--- config.mk ---
export PLATFORM = sky130hd
export DESIGN_NAME = mio_bus_responder
export DESIGN_NICKNAME = d
export VERILOG_FILES = /design/src/rtl/mio_bus_responder.sv
export SDC_FILE = /design/constraint.sdc
export NUM_CORES = 1
export LEC_CHECK = 0
export BUFFER_PORTS_ARGS = -buffer_cell sky130_fd_sc_hd__clkbuf_2
export CORE_MARGIN = 5
export CORE_UTILIZATION = 50
export DETAILED_ROUTE_END_ITERATION = 12
export PLACE_DENSITY_LB_ADDON = 0.12
export SLEW_MARGIN = 5
export SYNTH_ARGS = -nofsm -noshare
export SYNTH_HDL_FRONTEND = slang
export SYNTH_SLANG_ARGS = --single-unit
--- constraint.sdc ---
create_clock -name clk -period 2.8 [get_ports clk]
set_input_delay 0 -clock clk [delete_from_list [all_inputs] [get_ports clk]]
set_output_delay 0 -clock clk [all_outputs]
set_load 0.01 [all_outputs]
--- src/rtl/mio_bus_responder.sv ---
// Memory/IO bus responder: decodes one CPU request at a time to RAM, GPIO,
// 7-seg or counter. Ports: clk/reset, cpu_mio/mem_w/addr_in/data_from_cpu
// request, data_to_cpu/mio_ready response, ram_* RAM port, sw/led/seg_data IO.
module mio_bus_responder #(
  parameter int RAM_AW      = 12,
  parameter int RAM_LATENCY = 1
) (
  input  logic              clk,
  input  logic              reset,
  input  logic              cpu_mio,
  input  logic              mem_w,
  input  logic [31:0]       addr_in,
  input  logic [31:0]       data_from_cpu,
  output logic [31:0]       data_to_cpu,
  output logic              mio_ready,
  output logic [RAM_AW-1:0] ram_addr,
  output logic [31:0]       ram_din,
  output logic              ram_we,
  input  logic [31:0]       ram_dout,
  input  logic [15:0]       sw,
  output logic [15:0]       led,
  output logic [31:0]       seg_data
);

  localparam logic [31:0] SEG_A  = 32'hE000_0000;
  localparam logic [31:0] GPIO_A = 32'hF000_0000;
  localparam logic [31:0] CNT_A  = 32'hF000_0004;

  typedef enum logic [1:0] {
    IDLE,
    ACCESS,
    WAIT,
    RESP
  } state_t;

  state_t      state;
  state_t      state_nx;
  logic [31:0] lat_addr;
  logic [31:0] lat_data;
  logic        lat_w;
  logic [2:0]  wcnt;
  logic [31:0] counter;
  logic [31:0] io_rdata;
  logic        ram_hit;
  logic        seg_hit;
  logic        gpio_hit;
  logic        cnt_hit;

  assign ram_hit  = (lat_addr[31:RAM_AW+2] == '0);
  assign seg_hit  = (lat_addr == SEG_A);
  assign gpio_hit = (lat_addr == GPIO_A);
  assign cnt_hit  = (lat_addr == CNT_A);

  // RAM port follows the latched request so it stays stable through WAIT.
  assign ram_addr = lat_addr[RAM_AW+1:2];
  assign ram_din  = lat_data;

  always_comb begin
    io_rdata = '0;
    unique case (1'b1)
      seg_hit:  io_rdata = seg_data;
      gpio_hit: io_rdata = {16'h0, sw};
      cnt_hit:  io_rdata = counter;
      default:  io_rdata = '0;
    endcase
  end

  always_comb begin
    state_nx  = state;
    ram_we    = 1'b0;
    mio_ready = 1'b0;
    unique case (state)
      IDLE: begin
        if (cpu_mio) state_nx = ACCESS;
      end
      ACCESS: begin
        ram_we   = lat_w & ram_hit & ~reset;
        state_nx = (ram_hit && !lat_w) ? WAIT : RESP;
      end
      WAIT: begin
        if (wcnt == 3'd0) state_nx = RESP;
      end
      RESP: begin
        mio_ready = ~reset;
        state_nx  = IDLE;
      end
      default: state_nx = IDLE;
    endcase
  end

  always_ff @(posedge clk) begin
    if (reset) begin
      state       <= IDLE;
      lat_addr    <= '0;
      lat_data    <= '0;
      lat_w       <= 1'b0;
      wcnt        <= '0;
      data_to_cpu <= '0;
      led         <= '0;
      seg_data    <= '0;
      counter     <= '0;
    end else begin
      state   <= state_nx;
      counter <= counter + 32'd1;
      if (state == IDLE && cpu_mio) begin
        lat_addr <= addr_in;
        lat_data <= data_from_cpu;
        lat_w    <= mem_w;
      end
      if (state == ACCESS) begin
        wcnt <= 3'(RAM_LATENCY - 1);
        if (lat_w) begin
          if (seg_hit)  seg_data <= lat_data;
          if (gpio_hit) led      <= lat_data[15:0];
          // a counter load overrides this cycle's increment
          if (cnt_hit)  counter  <= lat_data;
        end else if (!ram_hit) begin
          data_to_cpu <= io_rdata;
        end
      end
      if (state == WAIT) begin
        if (wcnt == 3'd0) data_to_cpu <= ram_dout;
        else              wcnt <= wcnt - 3'd1;
      end
    end
  end

endmodule

==> results of run 1 <==
-- cells in the final DEF, fill, tap and decap left out, types with 6 or more instances in the layout --
cell and count:
a211oi_2 31, clkbuf_16 17, dlygate4sd3_1 97, buf_4 16, a311oi_1 16, and4_1 6, nand2_1 206, nor2_1 111
dfxtp_1 182, a21oi_1 82, xor2_1 18, a211oi_1 16, nor3_1 6, nand3_1 11, clkbuf_2 240, a22o_1 16
o21ai_0 36, nor4_4 6, nand4_1 11, ha_1 8, inv_1 9, mux2i_1 66, xnor2_1 11
-- worst paths after layout --
| check | startpoint | to | slack (ns) |
|---|---|---|---|
| setup / recovery | lat_addr[3] | counter[18] | 0.39 |
| hold / removal | sw[9] | data_to_cpu[9] | 0.03 |
| hold reg to reg | lat_addr[20] | lat_addr[20] | 0.46 |
| setup reg to reg | lat_addr[3] | counter[18] | 0.39 |
-- flip-flops by register name, summed over array words and instances (netlist names) --
name	count
counter	32
data_to_cpu	32
lat_addr	32
ram_din	32
seg_data	32
led	16
wcnt	3
state	2
lat_w	1
-- cell usage after synthesis, types with 2 or more instances --
cell type / instances
buf_4: 15
nor3b_1: 2
clkbuf_1: 50
buf_6: 4
o21ai_0: 36
xor2_1: 18
nor4_2: 3
a211oi_1: 16
buf_1: 2
a21oi_1: 82
nand4b_1: 2
and3_1: 5
xnor2_1: 11
or3_1: 3
or4_1: 3
nand2_1: 207
and2_1: 2
nand3_1: 11
ha_1: 8
a311oi_1: 16
mux2i_1: 66
nor3_1: 6
nor4_4: 6
and4_1: 6
a22o_1: 16
nand4_1: 11
nor2_1: 112
buf_2: 10
dfxtp_1: 182
inv_1: 9
a211oi_2: 31
-- worst register-to-register path, stage by stage (launching register included) --
cell,delay [ns]
dfxtp_1,0.34
nor4_2,0.30
nand4_2,0.28
or4_2,0.72
buf_4,0.30
o31a_1,0.19
a211oi_2,0.21
-- power groups by stage --
stage	clock network [mW]	logic (mW)	registers, mW
floorplan	0	1.30	3.35
global placement	0	2.17	3.31
detailed placement	0	2.19	3.32
CTS	2.29	2.31	3.26
global route	2.39	2.56	3.32
finish	2.24	2.31	3.26
-- metrics by stage --
stage / util, % / area [µm²] / total power [mW]
floorplan: - / 8300 / 4.65
global placement: 58.6 / 9610 / 5.48
detailed placement: 58.6 / 9610 / 5.51
CTS: 67.9 / 11100 / 7.86
global route: 67.9 / 11100 / 8.26
finish: 67.9 / 11100 / 7.82
-- routing by layer --
layer / global-route usage [%] / vias to the layer above
li1: - / 3925
met1: 34.8 / 3659
met4: 6.90 / 0
met2: 41.9 / 245
met5: 0 / -
met3: 6.83 / 29
-- cells by family after synthesis --
logic type,after synthesis,synth area share (%)
fa+ha+maj,8,1.21
mux,67,8.10
compound gates,203,17.2
simple gates,387,21.3
flops,182,43.9
xor+xnor,29,3.06
buf+inv,90,5.26
-- area by class of cell --
cell class                      instances  area (µm²)  area share, %
Multi-Input combinational cell        694        4230           38.0
Sequential cell                       182        3640           32.7
Timing Repair Buffer                  359        2400           21.6
Clock buffer                           21         480           4.31
Tap cell                              220         275           2.47
Clock inverter                         11        75.1          0.674
Inverter                                9        33.8          0.303
Antenna cell                            1        2.50         0.0225
-- timing repair --
action / 4_1_cts / 5_1_grt
setup buffers: 0 / 0
hold buffers: 97 / 0
hold endpoints to repair: 97 / 0
setup endpoints to repair: 0 / 0
==> reports/results.txt, run 1 <==
Status: finished, final reports clean
WP buf/inv: 1
Hold Fails Final Rpt: 0
Logic gate share of total power: 29.6%
Power Density: 701 nW/µm²
Crit-path max cell delay: 0.72 ns
Synth Flop Type: dfxtp_1
Final Non-Filler Cells: 1497
Worst slew pin tran: 0.755 ns
Routed Antenna Nets: 0
Hold depth: 5
FFs w/ async S/R, synth: 0%
Cell Area, Synth: 8300 µm²
Relative slew slack: 49.6%
CP max-delay cell: or4_2
Crit path max-delay family: simple AND/OR/NAND/NOR gates
Ports: 242
Setup CP Type: flop to flop
Maximum fanout along the worst path: 36
Routed length on met3: 1.74 mm
Starting density of the core: 50.6%
Placement Rows: 47
DRC viols: 0
Routed wire length: 25.2 mm
Global-route wire length before repair: 41.6 mm
DRC marker count from the first detailed-route iteration: 418
Met2 WL: 11.6 mm
Number of synthesized flops with an enable pin: 0
Worst Clk Skew: 0.00888 ns
Peak Freq: 0.415 GHz
Crit path DAT: 2.76 ns
WL/cell: 16.8 µm
Pre-CTS setup slack: 0.380 ns
Global route overflow: 0
Fin nets: 1387
Initial antenna violation count: 1
RSZ-0062 raised after global routing: no
Iteration count of the initial detailed-routing pass: 5
GRT Overall Usage: 26.0%
Final TNS setup: 0 ns
Final worst path period need: 2.41 ns
VDD IR max: 0.427 mV
Routability cong.: 0.820
Cells after synthesis: 966
P_leak: 4.83 nW
Int Power: 5.10 mW
Mean Syn Cell Area: 8.59 µm²
Syn nets: 1090
Port bufs: 241
Vias/cell: 5.25
#FFs+latches synth: 182
Clock latency on the worst-skew pair: 0.42 ns
Total CTS buffers: 17
Post-Place Cells: 1367
Reg clk slew, reported paths: 0.07 ns
WP depth: 6
Hold Path Class: primary input to flop
Sequential fraction of design power: 41.7%
Area contributors post-synth: dfxtp_1, nand2_1, mux2i_1
Die Area: 19300 µm²
Register area share after synthesis: 43.9%
Top sig layer: met4
Switching power share of the total: 34.7%
Top-area cell type share of the netlist area: 43.9%
P&R area growth vs syn: 34.3%
Worst R2R Path Depth: 6
Leading area contributor after synthesis: dfxtp_1
Root Driver: clkbuf_16
Max capacitance violation total: 0
Req. time, crit path: 3.15 ns
H-tree Lvls: 4
Max-slew violations: 0
Tcrit/Tclk final: 86.0%
Sw power: 2.72 mW
Number of global-route vias before repair: 7956
# resized after CTS: 0
Post-DP HPWL: 16.7 mm
Fillers: 1361
Clock Power Share: 28.7%
Largest net degree at the start of global routing: 83
Worst setup SP type: flop
Clock Path Buffers: 2
Share of cells above drive strength 1: 27.0%
WHS: 0.0285 ns
Core area: 16400 µm²
Die height: 139 µm
CP cell instances: nor4_2 -> nand4_2 -> or4_2 -> buf_4 -> o31a_1 -> a211oi_2
DR vias: 7858
Critical path capture point type: flop
M1 WL: 11.4 mm
Yosys warning total: 0
Clk sink count: 182
Final Setup Violations: 0
Die width: 139 µm
Distinct cells, synth: 46
CTS tree: yes
PnR worst setup slack: 0.393 ns
Power figures use the tool's default switching activity.
==> inputs of run 2 (changes only) <==
--- a/config.mk
+++ b/config.mk
@@ -7,7 +7,7 @@
 export LEC_CHECK = 0
 export BUFFER_PORTS_ARGS = -buffer_cell sky130_fd_sc_hd__clkbuf_2
 export CORE_MARGIN = 5
-export CORE_UTILIZATION = 50
+export CORE_UTILIZATION = 52
 export DETAILED_ROUTE_END_ITERATION = 12
 export PLACE_DENSITY_LB_ADDON = 0.12
 export SLEW_MARGIN = 5
==> reports/results.txt, run 2 (same netlist as run 1, synthesis figures left out) <==
Req. time, crit path: 3.08 ns (was 3.15 ns)
Global route overflow: 0 (unchanged)
Routability cong.: 0.813 (was 0.820)
Placement Rows: 46 (was 47)
Clk sink count: 182 (unchanged)
DRC viols: 0 (unchanged)
Die height: 136 µm (was 139 µm)
Iteration count of the initial detailed-routing pass: 5 (unchanged)
CTS Hold Bufs: 97 (unchanged)
Final worst path period need: 2.42 ns (was 2.41 ns)
Crit path DAT: 2.71 ns (was 2.76 ns)
Hold Path Class: primary input to flop (unchanged)
Max-slew violations: 0 (unchanged)
Vias/cell: 5.30 (was 5.25)
Post CTS Setup Buffer Count: 0 (unchanged)
Share of cells above drive strength 1: 27.0% (about the same)
Worst slew pin tran: 0.829 ns (was 0.755 ns)
Peak Freq: 0.413 GHz (was 0.415 GHz)
VDD IR max: 0.510 mV (was 0.427 mV)
Hold Fails Final Rpt: 0 (unchanged)
Max capacitance violation total: 0 (unchanged)
Most frequent cells in the layout: clkbuf_2, nand2_1, dfxtp_1 (unchanged)
P&R area growth vs syn: 34.9% (was 34.3%)
Final Setup Violations: 0 (unchanged)
GRT Overall Usage: 26.9% (was 26.0%)
Maximum fanout along the worst path: 20 (was 36)
CP cell instances: inv_1 -> ha_1 -> nand2_1 -> or4_1 -> or3_2 -> buf_4 -> mux2i_1 -> nor2_1 (was nor4_2 -> nand4_2 -> or4_2 -> buf_4 -> o31a_1 -> a211oi_2)
Total CTS buffers: 17 (unchanged)
Starting density of the core: 52.6% (was 50.6%)
Initial antenna violation count: 0 (was 1)
Reg clk slew, reported paths: 0.06 ns (was 0.07 ns)
Status: finished, final reports clean (unchanged)
N_diodes: 0 (was 1)
Placed cell areas: 9610 µm² (about the same)
Tcrit/Tclk final: 86.5% (was 86.0%)
# resized after CTS: 0 (unchanged)
Fin nets: 1390 (was 1387)
Relative slew slack: 44.7% (was 49.6%)
Worst Clk Skew: 0.00872 ns (was 0.00888 ns)
Final instance area: 11200 µm² (was 11100 µm²)
Crit-path max cell delay: 0.45 ns (was 0.72 ns)
Clock latency on the worst-skew pair: 0.43 ns (was 0.42 ns)
Routed Antenna Nets: 0 (unchanged)
H-tree Lvls: 4 (unchanged)
Die Area: 18600 µm² (was 19300 µm²)
Global-route wire length before repair: 39.6 mm (was 41.6 mm)
P_leak: 4.86 nW (was 4.83 nW)
Number of global-route vias before repair: 7735 (was 7956)
Die width: 136 µm (was 139 µm)
Commonest non-fill, non-tap cell in the layout: clkbuf_2 (unchanged)
Setup CP Type: flop to flop (unchanged)
DR vias: 7918 (was 7858)
Design Power: 8.05 mW (was 7.82 mW)
Worst setup SP type: flop (unchanged)
Root Driver: clkbuf_16 (unchanged)
Final TNS setup: 0 ns (unchanged)
Power Density: 719 nW/µm² (was 701 nW/µm²)
Critical path capture point type: flop (unchanged)
Post-DP HPWL: 16.7 mm (about the same)
Ports: 242 (unchanged)
CP max-delay cell: or4_1 (was or4_2)
Pre-CTS setup slack: 0.381 ns (was 0.380 ns)
DRC marker count from the first detailed-route iteration: 616 (was 418)
CTS tree: yes (unchanged)
RSZ-0062 raised after global routing: no (unchanged)
WL/cell: 16.8 µm (about the same)
PnR worst setup slack: 0.377 ns (was 0.393 ns)
Core area: 15800 µm² (was 16400 µm²)
Port bufs: 241 (unchanged)
Routed wire length: 25.1 mm (was 25.2 mm)
Clock Path Buffers: 2 (unchanged)
Largest net degree at the start of global routing: 90 (was 83)
[run 2: cell count changes in the layout (fill, tap and decap cells not counted), moves of 2 or more]
cell | previous run | this run
buf_12 | 5 | 3
buf_4 | 16 | 21
bufinv_16 | 0 | 3
clkinv_2 | 5 | 3
clkinv_4 | 3 | 1
[run 2: through the flow]
stage	util, %	hold slack [ns]	std cells
after floorplan	-	0.136	966
after global placement	60.9	0.224	1366
after detailed placement	60.9	0.228	1366
after CTS	71.0	0.00753	1495
after global routing	71.0	0.0578	1495
final	71.0	0.0147	1495
[run 2: area by class of cell]
class / count / area (µm²)
sequential: 182 / 3640
multi-input combinational: 694 / 4230
tap: 216 / 270
fill: 1287 / 4580
timing repair buffer: 362 / 2400
clock inverter: 11 / 146
inverter: 9 / 33.8
clock buffer: 21 / 470
[run 2: path summary, 6_finish.rpt]
check	start	to	slack (ns)	cells after the start
worst max register to register	state[1]	seg_data[14]	0.38	8
worst min register to register	lat_addr[20]	lat_addr[20]	0.46	2
worst max-delay path	state[1]	seg_data[14]	0.38	8
worst min-delay path	sw[13]	data_to_cpu[13]	0.01	5
[run 2: routing by layer]
layer  global-route usage [%]  part of all wire, %  routed length (µm)  vias to the layer above
li1                         -                    -                   -                     3927
met1                     36.4                   45               11300                     3673
met2                     43.5                   46               11500                      290
met3                     6.33                  7.6                1910                       28
met4                     6.44                  1.2                 305                        0
met5                        0                    0                   0                        -
[run 2: worst max-delay path, delay by kind of cell (launching register included)]
| kind | cells | cell delay, ns |
|---|---|---|
| mux | 1 | 0.19 |
| fa+ha+maj | 1 | 0.31 |
| buf+inv | 2 | 0.38 |
| simple gates | 4 | 1.03 |
| flops | 1 | 0.35 |
[run 2: report_power, final]
group	total (mW)	switching (mW)	leakage [nW]	internal, mW
Clock	2.51	1.03	0.300	1.48
Sequential	3.24	0.292	1.48	2.95
Combinational	2.30	1.40	3.08	0.902
